[config.mk]
export PLATFORM = sky130hd
export DESIGN_NAME = dmem_arbiter
export DESIGN_NICKNAME = d
export VERILOG_FILES = /design/src/rtl/dmem_arbiter.sv
export SDC_FILE = /design/constraint.sdc
export NUM_CORES = 1
export LEC_CHECK = 0
export CAP_MARGIN = 20
export CORE_MARGIN = 1.5
export CORE_UTILIZATION = 44
export DETAILED_ROUTE_END_ITERATION = 10
export PLACE_DENSITY = 0.87
export SETUP_SLACK_MARGIN = 0.02
export SLEW_MARGIN = 20
export SYNTH_ARGS = -nofsm -noshare
export SYNTH_HDL_FRONTEND = slang
export SYNTH_SLANG_ARGS = --single-unit
[constraint.sdc]
create_clock -name Clk -period 3.1 [get_ports Clk]
set_input_delay 0.31 -clock Clk [delete_from_list [all_inputs] [get_ports Clk]]
set_output_delay 0.31 -clock Clk [all_outputs]
set_load 0.05 [all_outputs]
[src/rtl/dmem_arbiter.sv]
// dmem_arbiter: round-robin arbiter and single-access sequencer sharing one
// data-memory port between the CPU load/store unit (port 0) and a debug/DMA
// loader (port 1). Out-of-range accesses complete with Err instead of
// reaching memory.
module dmem_arbiter #(
    parameter int ADDRESS_WIDTH = 16,
    parameter int DATA_WIDTH    = 32,
    parameter int DEPTH         = 16
) (
    input  logic                     Clk,
    input  logic                     Reset_n,
    input  logic                     Req0,
    input  logic                     Req1,
    input  logic                     We0,
    input  logic                     We1,
    input  logic [ADDRESS_WIDTH-1:0] Addr0,
    input  logic [ADDRESS_WIDTH-1:0] Addr1,
    input  logic [DATA_WIDTH-1:0]    WData0,
    input  logic [DATA_WIDTH-1:0]    WData1,
    output logic                     Done0,
    output logic                     Done1,
    output logic [DATA_WIDTH-1:0]    RData,
    output logic                     Err,
    output logic                     Busy,
    output logic [ADDRESS_WIDTH-1:0] MemAddr,
    output logic [DATA_WIDTH-1:0]    MemWData,
    output logic                     MemWrite,
    input  logic [DATA_WIDTH-1:0]    MemRData
);

    localparam logic [ADDRESS_WIDTH-1:0] DEPTH_A = ADDRESS_WIDTH'(DEPTH);

    typedef enum logic [1:0] {
        IDLE   = 2'd0,
        ACCESS = 2'd1,
        RESP   = 2'd2
    } state_t;

    state_t                   state;
    state_t                   state_nxt;
    logic                     last_grant;
    logic                     id_q;
    logic                     we_q;
    logic                     oor_q;
    logic [ADDRESS_WIDTH-1:0] addr_q;
    logic [DATA_WIDTH-1:0]    wdata_q;
    logic [DATA_WIDTH-1:0]    rdata_q;

    logic                     grant;
    logic                     sel_we;
    logic                     sel_oor;
    logic [ADDRESS_WIDTH-1:0] sel_addr;
    logic [DATA_WIDTH-1:0]    sel_wdata;

    // Winner selection: a lone requester wins; on a tie the port not granted last wins.
    always_comb begin
        grant     = (Req0 & Req1) ? ~last_grant : Req1;
        sel_we    = grant ? We1    : We0;
        sel_addr  = grant ? Addr1  : Addr0;
        sel_wdata = grant ? WData1 : WData0;
        sel_oor   = (sel_addr >= DEPTH_A);
    end

    // State register.
    always_ff @(posedge Clk or negedge Reset_n) begin
        if (!Reset_n) begin
            state <= IDLE;
        end else begin
            state <= state_nxt;
        end
    end

    // Next-state and output decode; outputs depend on state only, so reset clears them at once.
    always_comb begin
        state_nxt = state;
        Done0     = 1'b0;
        Done1     = 1'b0;
        RData     = '0;
        Err       = 1'b0;
        MemAddr   = '0;
        MemWData  = '0;
        MemWrite  = 1'b0;
        Busy      = (state != IDLE);
        case (state)
            IDLE: begin
                if (Req0 | Req1) begin
                    state_nxt = ACCESS;
                end
            end
            ACCESS: begin
                state_nxt = RESP;
                MemAddr   = addr_q;
                MemWData  = wdata_q;
                MemWrite  = we_q & ~oor_q;
            end
            RESP: begin
                state_nxt = IDLE;
                Done0     = ~id_q;
                Done1     = id_q;
                RData     = rdata_q;
                Err       = oor_q;
            end
            default: begin
                state_nxt = IDLE;
            end
        endcase
    end

    // Request latch on grant, read capture and grant history at the end of ACCESS.
    always_ff @(posedge Clk or negedge Reset_n) begin
        if (!Reset_n) begin
            last_grant <= 1'b1;
            id_q       <= 1'b0;
            we_q       <= 1'b0;
            oor_q      <= 1'b0;
            addr_q     <= '0;
            wdata_q    <= '0;
            rdata_q    <= '0;
        end else begin
            if (state == IDLE && (Req0 | Req1)) begin
                id_q    <= grant;
                we_q    <= sel_we;
                addr_q  <= sel_addr;
                wdata_q <= sel_wdata;
                oor_q   <= sel_oor;
            end
            if (state == ACCESS) begin
                rdata_q    <= (we_q | oor_q) ? '0 : MemRData;
                last_grant <= id_q;
            end
        end
    end

endmodule
==> impl_results.md <==
- Final min period: 2.52 ns
- CTS Hold Bufs: 0
- Maximum vdd drop: ~0.52 mV
- Routed Antenna Nets: 0
- Part of the Yosys area used for sequential elements: between 40% and 50%
- First-pass GRT wire length: roughly 18000 um
- Critical-path cell list: nand2b_1, buf_4, nor3b_1, clkdlybuf4s50_1
- Worst path required time: 2.79 ns
- Antenna Cells: 0
- Drt via density: 5.06
- Gr ovfl total: 0
- Fmax: ~400 MHz
- PwrDens: 943 nW/um^2
- Leakage: roughly 3.0 nW
- CTS Buf Count: 9
- Syn Inst Count: roughly 350
- Initial drt markers: 42
- CTS Sinks: 86
- Final slew viol count: 0
- Yosys reg bits: 86
- Post-synth top area cell: dfrtp_1
- Post-placement cell area: about 6500 sq um
- Buf/Inv on CP: 2
- Die area: about 11000 sq um
- CP Capture Type: primary output
- Syn Nets: about 490
- Critical path type: reg2out
- Post-synth EDFFs: 0
- Iteration count of the initial detailed-routing pass: 4
- Ys Warns: 0
- GRT Util Overall: 22.0%
- Status: finished clean
- Drt drc: 0
- Setup TNS Final: 0 ns
- Unrepaired setup endpoints after global routing: false
- Worst-margin pin slew: around 0.88 ns
- Placed insts: roughly 690
- P&R area growth vs syn: 52.0%
- CORE AREA: 9730 sq um
- Hold Crit Class: in2async
- IO Count: between 200 and 250
- Rows: 36
- CP Data Arrival Time: approximately 2.2 ns
- Nets: 697
- Die height: about 100 um
- CP top delay family: buffers and inverters
- Max stage delay cell, worst path: clkdlybuf4s50_1
- WL final: 11800 um
- CP max stage delay: 0.83 ns
- Fin. Hold Viols: 0
- Vias: about 3500
- Ratio of cells with drive above 1 in the final layout: roughly a third
- Min Hold Slack: roughly 0.074 ns
- Max Clock Skew: between 0.004 and 0.005 ns
- Fin crit share: between 80% and 90%
- Largest cells by area after synthesis: dfrtp_1 (49%), mux2_2 (22%), and2_1 (12%), a22o_1 (6.6%), mux2_1 (2.1%)
- Clock root cell: clkbuf_8
- Final instance area: ~6700 sq um
- Clk slew on worst S/H paths: about 0.090 ns
- Total chip power: 6.28 mW
- Syn avg cell area: 12.5 sq um
- Endpoints failing setup: 0
- Vias in the first global route: between 3000 and 4000
- CP Max Fanout: 35
- WL/cell: between 15 and 20 um
- Post-route insts no fill: about 700
- Longest Clk Path Bufs: 2
- DP HPWL: around 8600 um
- Synth Cell Area: around 4400 sq um
- MaxCap Viol Count: 0
- Top FF cell, synth: dfrtp_1
- Initial antenna violation count: 0
- CTS tree: done
- Distinct cells, synth: 26
- Share of the synthesized area in the top cell type: about half
- GP Congestion: 0.741
- Setup Fix Bufs, Post-CTS: 0
- Initial Utilization: between 40% and 50%
- Largest net degree at the start of global routing: slightly above 70
- CP startpoint kind: register
- Relative slew slack: 41.0%
- Die W: ~100 um
- Resized cells post-CTS: 0
- Latest clock arrival within the worst-skew pair: approximately 0.35 ns
- Ys async rst share: between 90% and 100%
- IO Port Bufs: 218
- CTS H-tree lvls: 3
final timing paths:
| kind | startpoint | end | slack (ns) | depth (start not counted) |
|---|---|---|---|---|
| min in group Clk | last_grant | last_grant | 0.48 | 2 |
| hold reg to reg | last_grant | last_grant | 0.48 | 2 |
| setup / recovery | state[1] | MemWrite | 0.58 | 4 |
| max in group asynchronous | Reset_n | wdata_q[1] | 2.33 | 2 |
| setup reg to reg | state[0] | addr_q[13] | 1.23 | 5 |
| hold / removal | Reset_n | rdata_q[29] | 0.07 | 1 |
kinds of logic (layout without fill, tap and decap cells):
group	after synthesis	in the layout	share of synthesized area, %
AND/OR/NAND/NOR	100	100	14.3
multiplexers	96	96	24.6
flip-flops	86	86	49.2
AO/OA/AOI/OAI	41	41	7.98
buffers and inverters	28	245	3.86
power by group:
| group | internal, mW | switching, mW | leakage [nW] |
|---|---|---|---|
| Clock | 0.397 | 0.394 | 0.0976 |
| Combinational | 1.44 | 2.07 | 1.81 |
| Sequential | 1.68 | 0.289 | 1.07 |
cell type report:
type	count	area [sq um]
Multi-Input combinational cell	237	2060
Inverter	3	11.3
Clock inverter	3	43.8
Timing Repair Buffer	226	2070
Tap cell	133	166
Clock buffer	13	149
Sequential cell	86	2150
Fill cell	741	3080
per-stage QoR:
step	util, %	worst slack, ns
final	68.4	0.578
after detailed placement	66.4	0.889
after floorplan	-	0.763
after CTS	68.4	0.572
after global placement	66.4	0.903
after global routing	68.4	0.476
layer usage:
metal | part of all wire [%] | GRT usage, % | vias up
met3 | 9.1 | 6.51 | 25
met2 | 49 | 39.3 | 148
met5 | 0 | 0 | -
met1 | 39 | 24.6 | 1719
met4 | 2.5 | 9.25 | 0
li1 | - | - | 1657
cell usage after synthesis, types with 4 or more instances:
master,number
dfrtp_1,85
o21ai_0,5
nor4_1,4
buf_6,7
mux2_2,86
and2_1,82
mux2_1,8
buf_2,6
a22o_1,33
clkbuf_1,11
flip-flops by register name, indices dropped and copies added, names as in the netlist:
register	cells
wdata_q	32
state	2
id_q	1
addr_q	16
oor_q	1
rdata_q	32
last_grant	1
we_q	1
cells in the final DEF, fill, tap and decap left out, types with 2 or more instances in the layout:
| cell type | instances |
|---|---|
| buf_12 | 3 |
| clkbuf_1 | 3 |
| clkdlybuf4s50_1 | 134 |
| dfrtp_1 | 85 |
| buf_4 | 89 |
| clkbuf_8 | 10 |
| mux2_1 | 8 |
| nor4_1 | 4 |
| nor2b_1 | 2 |
| or4_1 | 3 |
| and2_1 | 82 |
| a22o_1 | 33 |
| mux2i_1 | 2 |
| o21ai_0 | 5 |
| inv_1 | 2 |
| mux2_2 | 86 |
| nand2_1 | 3 |
Power figures use the tool's default switching activity.
